## config.mk

```make
export PLATFORM = sky130hd
export DESIGN_NAME = bin_to_bcd_seq
export DESIGN_NICKNAME = d
export VERILOG_FILES = /design/src/rtl/bin_to_bcd_seq.sv
export SDC_FILE = /design/constraint.sdc
export NUM_CORES = 1
export LEC_CHECK = 0
export ABC_AREA = 1
export CORE_UTILIZATION = 35
export DETAILED_ROUTE_END_ITERATION = 10
export GPL_TIMING_DRIVEN = 0
export PLACE_DENSITY_LB_ADDON = 0.25
export SLEW_MARGIN = 20
export SYNTH_ARGS = -nofsm -noshare
export SYNTH_HDL_FRONTEND = slang
export SYNTH_SLANG_ARGS = --single-unit
```

## constraint.sdc

```tcl
create_clock -name clk -period 1.4 [get_ports clk]
set_input_delay 0.28 -clock clk [delete_from_list [all_inputs] [get_ports clk]]
set_output_delay 0.28 -clock clk [all_outputs]
set_load 0.05 [all_outputs]
```

## src/rtl/bin_to_bcd_seq.sv

```systemverilog
// -----------------------------------------------------------------------------
// bin_to_bcd_seq
//
// Sequential binary-to-BCD converter using shift-and-add-3 (double dabble),
// one input bit per clock. A start pulse in IDLE captures bin. BIN_W clocks
// later the registered result appears on bcd together with a one-cycle done
// pulse. bcd and overflow hold their values until the next done.
//
// Parameters:
//   BIN_W   binary input width, 1..32
//   DIGITS  number of BCD output digits, 1..10
//
// Ports:
//   clk       in   system clock, rising edge
//   rst_n     in   asynchronous active-low reset
//   start     in   conversion request, sampled only while idle
//   bin       in   binary value, captured on the accepted start edge
//   busy      out  high while a conversion is in progress
//   done      out  one-cycle pulse when bcd/overflow have been updated
//   bcd       out  result, digit k in bcd[4k+3:4k]
//   overflow  out  last result did not fit in DIGITS digits
//                  (bcd then holds bin mod 10^DIGITS)
//
// Optional feature (compile-time macro):
//   BIN_TO_BCD_BLANK_EN  leading-zero blanking. Each most-significant zero
//                        digit above digit 0 is loaded as 4'hF, which the
//                        segment decoder shows as blank. The reset value
//                        stays all-zero.
// -----------------------------------------------------------------------------
module bin_to_bcd_seq #(
  parameter int BIN_W  = 6,
  parameter int DIGITS = 2
) (
  input  logic                  clk,
  input  logic                  rst_n,
  input  logic                  start,
  input  logic [BIN_W-1:0]      bin,
  output logic                  busy,
  output logic                  done,
  output logic [4*DIGITS-1:0]   bcd,
  output logic                  overflow
);

  localparam int BCD_W = 4 * DIGITS;
  localparam int CNT_W = $clog2(BIN_W + 1);
  localparam logic [CNT_W-1:0] LAST_CNT = CNT_W'(BIN_W - 1);

  typedef enum logic {
    IDLE  = 1'b0,
    SHIFT = 1'b1
  } state_t;

  state_t             state_q,  state_d;
  logic [BIN_W-1:0]   shift_q,  shift_d;
  logic [BCD_W-1:0]   work_q,   work_d;
  logic [CNT_W-1:0]   cnt_q,    cnt_d;
  logic               sticky_q, sticky_d;
  logic [BCD_W-1:0]   bcd_q,    bcd_d;
  logic               ovf_q,    ovf_d;
  logic               done_q,   done_d;

  // Add-3 correction applied to every digit independently (no inter-digit
  // carry), then one left shift with the next binary bit entering at bit 0.
  logic [BCD_W-1:0]   adj;
  logic [BCD_W-1:0]   shifted;
  logic               top_bit;
  logic [BCD_W-1:0]   load_val;

  genvar gi;
  generate
    for (gi = 0; gi < DIGITS; gi++) begin : g_adj
      assign adj[4*gi +: 4] = (work_q[4*gi +: 4] >= 4'd5) ?
                              (work_q[4*gi +: 4] + 4'd3) : work_q[4*gi +: 4];
    end
  endgenerate

  assign shifted = {adj[BCD_W-2:0], shift_q[BIN_W-1]};
  // The bit shifted out of the top digit carries weight 10^DIGITS or more;
  // dropping it leaves the lower digits as bin mod 10^DIGITS.
  assign top_bit = adj[BCD_W-1];

`ifdef BIN_TO_BCD_BLANK_EN
  // blank[k]: digit k and every digit above it are zero. Evaluated from the
  // top digit downward so blanking stops at the first non-zero digit.
  // Digit 0 is always shown.
  logic [DIGITS-1:0] blank;
  generate
    for (gi = 0; gi < DIGITS; gi++) begin : g_blank
      if (gi == 0) begin : g_d0
        assign blank[gi] = 1'b0;
      end else if (gi == DIGITS - 1) begin : g_top
        assign blank[gi] = (shifted[4*gi +: 4] == 4'd0);
      end else begin : g_mid
        assign blank[gi] = (shifted[4*gi +: 4] == 4'd0) & blank[gi+1];
      end
      assign load_val[4*gi +: 4] = blank[gi] ? 4'hF : shifted[4*gi +: 4];
    end
  endgenerate
`else
  assign load_val = shifted;
`endif

  // State register
  always_ff @(posedge clk or negedge rst_n) begin
    if (!rst_n) begin
      state_q  <= IDLE;
      shift_q  <= '0;
      work_q   <= '0;
      cnt_q    <= '0;
      sticky_q <= 1'b0;
      bcd_q    <= '0;
      ovf_q    <= 1'b0;
      done_q   <= 1'b0;
    end else begin
      state_q  <= state_d;
      shift_q  <= shift_d;
      work_q   <= work_d;
      cnt_q    <= cnt_d;
      sticky_q <= sticky_d;
      bcd_q    <= bcd_d;
      ovf_q    <= ovf_d;
      done_q   <= done_d;
    end
  end

  // Next-state logic
  always_comb begin
    state_d  = state_q;
    shift_d  = shift_q;
    work_d   = work_q;
    cnt_d    = cnt_q;
    sticky_d = sticky_q;
    bcd_d    = bcd_q;
    ovf_d    = ovf_q;
    done_d   = 1'b0;

    case (state_q)
      IDLE: begin
        if (start) begin
          shift_d  = bin;
          work_d   = '0;
          cnt_d    = '0;
          sticky_d = 1'b0;
          state_d  = SHIFT;
        end
      end

      SHIFT: begin
        work_d   = shifted;
        shift_d  = shift_q << 1;
        cnt_d    = cnt_q + CNT_W'(1);
        sticky_d = sticky_q | top_bit;
        if (cnt_q == LAST_CNT) begin
          bcd_d   = load_val;
          ovf_d   = sticky_q | top_bit;
          done_d  = 1'b1;
          state_d = IDLE;
        end
      end

      default: state_d = IDLE;
    endcase
  end

  assign busy     = (state_q == SHIFT);
  assign done     = done_q;
  assign bcd      = bcd_q;
  assign overflow = ovf_q;

endmodule

```

=== Word level (Yosys, flattened, before mapping) ===
Cells that the tools add are included.

* $add $sub $neg: 3
* $mul: 0
* Div/mod/pow operators: 0
* $lt $le $gt $ge: 2
* Eq/ne operators: 2
* Shift-type cells: 0
* Multiplexer cells: 15
* Bitwise gates (word level): 2
* Reductions and logical operators: 1

{| class="wikitable"
|+ Operators by type and width
! operator !! count
|-
| 8-bit case mux with 2 select lines || 1
|-
| 6-bit case mux with 2 select lines || 1
|-
| 4-bit by 2-bit adder with 4-bit output, second input constant || 2
|-
| 4-bit by 3-bit >= comparator with 1-bit output, second input constant || 2
|-
| 4-bit two-way mux || 2
|-
| 8-bit two-way mux || 1
|-
| 6-bit two-way mux || 1
|-
| 3-bit case mux with 2 select lines || 1
|-
| 1-bit two-way mux || 5
|-
| 1-bit case mux with 2 select lines || 2
|-
| 3-bit by 1-bit adder with 3-bit output, second input constant || 1
|-
| 3-bit equality test, second input constant || 1
|-
| 3-bit two-way mux || 1
|-
| 2-bit inequality test, second input constant || 1
|-
| 2-bit AND reduction || 1
|-
| 1-bit NOT || 1
|-
| 1-bit OR || 1
|}

* Register bits after elaboration: 29
* Bits in latches: 0
* Bits in writable memories: 0
* Bits in read-only memories: 0
* Output and inout bits: 11
* Word-level logic and storage cells: 33
* Memories: 0

=== Longest topological paths before layout ===
* Depth after elaboration: 4
* Gate-level depth with buffers: 10
* Gate-level depth less buffers: 10

=== Least setup slack after synthesis ===
OpenSTA, ideal clock, no wires.

* Path type: register -> register
* Start: register state_q (netlist: busy)
* End: register bcd_q[0] (netlist: bcd[0])
* Data arrival time: 1.212 ns
* Required time: 1.280 ns
* Path slack: 0.068 ns
* Stages on the path, launching flop included: 6
* Path buffers: 2
* Clock period less this slack: 1.332 ns
* Cell sequence: dfrtp_1 > buf_6 > nand3_4 > buf_6 > nand2_1 > o21ai_2

* Cells in the longest elaborated chain, start to end: 1

{| class="wikitable"
|+ Ends and longest elaborated chain
! element !! line !! RTL
|-
| start: declaration || 53 || <nowiki>state_t state_q, state_d;</nowiki>
|-
| start signal: assignment || 115 || <nowiki>state_q <= state_d;</nowiki>
|-
| 2-bit AND reduction (no line) || n/a ||
|-
| end signal: assignment || 111 || <nowiki>bcd_q <= '0;</nowiki>
|-
| end signal: assignment || 120 || <nowiki>bcd_q <= bcd_d;</nowiki>
|-
| end: declaration || 58 || <nowiki>logic [BCD_W-1:0] bcd_q, bcd_d;</nowiki>
|}

Every way passes these cells.
A chain may end at the register's enable or synchronous reset.

=== Worst setup path in the final report ===
* Start: register work_q[4]
* End: register work_q[6]

* Cells in the longest elaborated chain, start to end: 3
* Elaborated cells on any way between the ends: 4
* Classes of those cells: 1 x add/sub; 1 x order compare; 2 x mux

{| class="wikitable"
|+ Ends and longest elaborated chain
! element !! line !! RTL
|-
| start: declaration || 55 || <nowiki>logic [BCD_W-1:0] work_q, work_d;</nowiki>
|-
| start signal: assignment || 117 || <nowiki>work_q <= work_d;</nowiki>
|-
| 4-bit by 2-bit adder with 4-bit output / 4-bit by 3-bit >= comparator with 1-bit output (equally long branches) || 73, 72 ||
|-
| 4-bit two-way mux * || 72 || <nowiki>assign adj[4*gi +: 4] = (work_q[4*gi +: 4] >= 4'd5) ?</nowiki>
|-
| 8-bit case mux with 2 select lines * || 137 || <nowiki>case (state_q)</nowiki>
|}

Mark *: on every way between the ends. The rest lies on a longest branch, timed or not.

==> results.json <==
{
  "status": "finished clean",
  "grt_pass1_wl_um": 4820,
  "async_reset_ff_frac": 1.00,
  "wirelength_um": 2850,
  "ant_nets": 0,
  "syn_avg_cell_area_um2": 8.91,
  "power_density_nw_per_um2": 2700,
  "final_cells": 231,
  "multi_input_area_um2": 569,
  "synth_most_common_cell": "nand2_1",
  "synth_flop_cell": "dfrtp_1",
  "maxCapViolCount": 0,
  "fillers": 381,
  "power_mw": 4.67,
  "cp.required_ns": 1.57,
  "io-pin-count": 20,
  "antenna_found_initial": 0,
  "cts.sinks": 29,
  "syn-cell-area_um2": 1350,
  "synth_top_area_share": 0.536,
  "drv_slew": 0,
  "period_minus_slack_ns": 1.36,
  "crit_type": "reg2reg",
  "relSlewSlack": 0.584,
  "grt_max_degree": 30,
  "dp.cells": 219,
  "clock-root-buffer": "clkbuf_8",
  "fin_crit_sh": 0.972,
  "clock_skew_ns": 0.00288,
  "die_width_um": 64.2,
  "detailed_place_hpwl_um": 1940,
  "coreArea_um2": 3690,
  "ys_warn_count": 0,
  "synth.distinct_cells": 21,
  "syn-num-nets": 167,
  "num_antenna_cells": 0,
  "post-route-util": 0.470,
  "tightest_slew_ns": 0.624,
  "routabilityCongestion": 0.752,
  "crit_path_max_fanout": 3,
  "grt_use_total": 0.157,
  "design_area_um2": 1730,
  "first_pass_iters": 4,
  "io_buffers": 19,
  "synth-seq-area-share": 0.536,
  "setup_viol_count_final": 0,
  "drive_gt1_frac": 0.230,
  "clkLatencyLatePin_ns": 0.27,
  "drt_iter0_drc": 41,
  "rows": 22,
  "cts_tree": "done",
  "crit_path_start_kind": "register",
  "end_kind": "register",
  "ys_top_cells_by_count": "nand2_1 (48), dfrtp_1 (29), inv_1 (16)",
  "ys_top_cells_by_area": "dfrtp_1 (54%), nand2_1 (13%), ha_1 (5.5%)",
  "fmax_mhz": 735,
  "clkTransAtPathRegs_ns": 0.06,
  "via_per_inst": 4.87,
  "synthCells": 152,
  "numCtsBuffers": 5,
  "seq_area_um2": 727,
  "area_growth_pct": 28.0,
  "cts_hold_buf": 0,
  "num_vias": 1125,
  "synth_top_area_cell": "dfrtp_1",
  "leakage_nw": 0.859,
  "setup_tns_ns": 0,
  "drc": 0,
  "cp_slowest_cell": "dfrtp_1",
  "path_cells": "inv_1 -> ha_1 -> inv_1 -> nand2_1 -> nand2_1 -> inv_2 -> nand2_1 -> nand2_1 -> nand3_1 -> nand2_1",
  "clock_path_buffers": 2,
  "die-area_um2": 4120,
  "hold_violations": 0,
  "start_util": 0.367,
  "cp.arrival_ns": 1.53,
  "min_path_type": "in2async",
  "wl_per_cell_um": 12.3,
  "grt_pass1_vias": 1085,
  "synth-edff-count": 0,
  "crit_path_frequent_cell": "nand2_1",
  "postPlaceCellArea_um2": 1600,
  "final_nets": 197,
  "ir_worst_vdd_mv": 1.22,
  "synth-seq-cells": 29,
  "die_h_um": 64.2,
  "overflow": 0,
  "cts_htree_levels": 2,
  "slowest_delay_ns": 0.37
}
metrics by stage:
step	worst slack, ns	hold WS [ns]
after floorplan	0.0681	-0.0156
after global placement	-0.427	0.463
after detailed placement	-0.101	0.349
after CTS	0.000680	0.0500
after global routing	-0.0272	0.0730
final	0.0395	0.0164
area by class of cell:
class	count	share of cell area
plain buffers	3	0.0159
clock buffers	8	0.0462
inverters	18	0.0412
multi-input cells	102	0.329
flip-flops and latches	29	0.419
well taps	48	0.0347
repair buffers	23	0.114
flip-flops by register name, summed over array words and instances (netlist names):
| signal | flops |
|---|---|
| bcd | 8 |
| done | 1 |
| work_q | 8 |
| shift_q | 6 |
| cnt_q | 3 |
| busy | 1 |
| sticky_q | 1 |
| overflow | 1 |
path summary, 6_finish.rpt:
check,slack [ns],endpoint,cells past startpoint,startpoint
hold reg to reg,0.47,bcd[2]$_DFFE_PN0P_,2,bcd[2]$_DFFE_PN0P_
max in group asynchronous,0.94,work_q[0]$_DFFE_PN0P_,1,rst_n
min in group clk,0.47,bcd[2]$_DFFE_PN0P_,2,bcd[2]$_DFFE_PN0P_
hold / removal,0.02,overflow$_DFFE_PN0P_,1,rst_n
setup reg to reg,0.04,work_q[6]$_DFFE_PN0P_,10,work_q[4]$_DFFE_PN0P_
setup / recovery,0.04,work_q[6]$_DFFE_PN0P_,10,work_q[4]$_DFFE_PN0P_
critical path: cells and delay by family, from the launching register on:
| family | cells | cell delay (ns) |
|---|---|---|
| fa+ha+maj | 1 | 0.21 |
| buf+inv | 3 | 0.18 |
| flops | 1 | 0.37 |
| simple gates | 6 | 0.49 |
per-layer routing:
metal / track usage / vias up / wire (µm)
li1: - / 560 / -
met1: 0.187 / 530 / 1320
met2: 0.250 / 28 / 1340
met4: 0.0944 / 0 / 53
met3: 0.0429 / 7 / 131
met5: 0 / - / 0
where the power goes:
| group | leakage (nW) | internal [mW] | switching (mW) |
|---|---|---|---|
| Combinational | 0.464 | 0.867 | 1.64 |
| Sequential | 0.356 | 1.25 | 0.286 |
| Clock | 0.0395 | 0.352 | 0.278 |
cells by family after synthesis:
| family | Yosys count | synth area share |
|---|---|---|
| adder cells (fa/ha/maj) | 6 | 0.0555 |
| AO/OA/AOI/OAI | 24 | 0.112 |
| flip-flops | 29 | 0.536 |
| AND/OR/NAND/NOR | 72 | 0.226 |
| buffers and inverters | 21 | 0.0712 |
layout by cell type, fill, tap and decap left out, types with 3 or more instances in the layout:
cell type and n:
o211ai_1 3, ha_1 5, clkbuf_8 5, nand3_1 13, buf_2 3, clkdlybuf4s15_2 6
dfrtp_1 28, clkbuf_1 3, o22ai_1 7, inv_1 11, nor2_1 7, buf_4 4
nand2_2 4, clkdlybuf4s50_1 7, inv_2 5, nand2_1 45, o21ai_0 5, clkbuf_2 4
timing repair:
action                                 4_1_cts  5_1_grt
setup endpoints to repair                   11       15
gates resized for setup                     28       22
endpoints found under the hold margin        0        0
pin swaps                                    0        3
gates cloned                                 0        0
setup buffers                                0        4
Note: power is estimated with default switching activity, not from simulation.
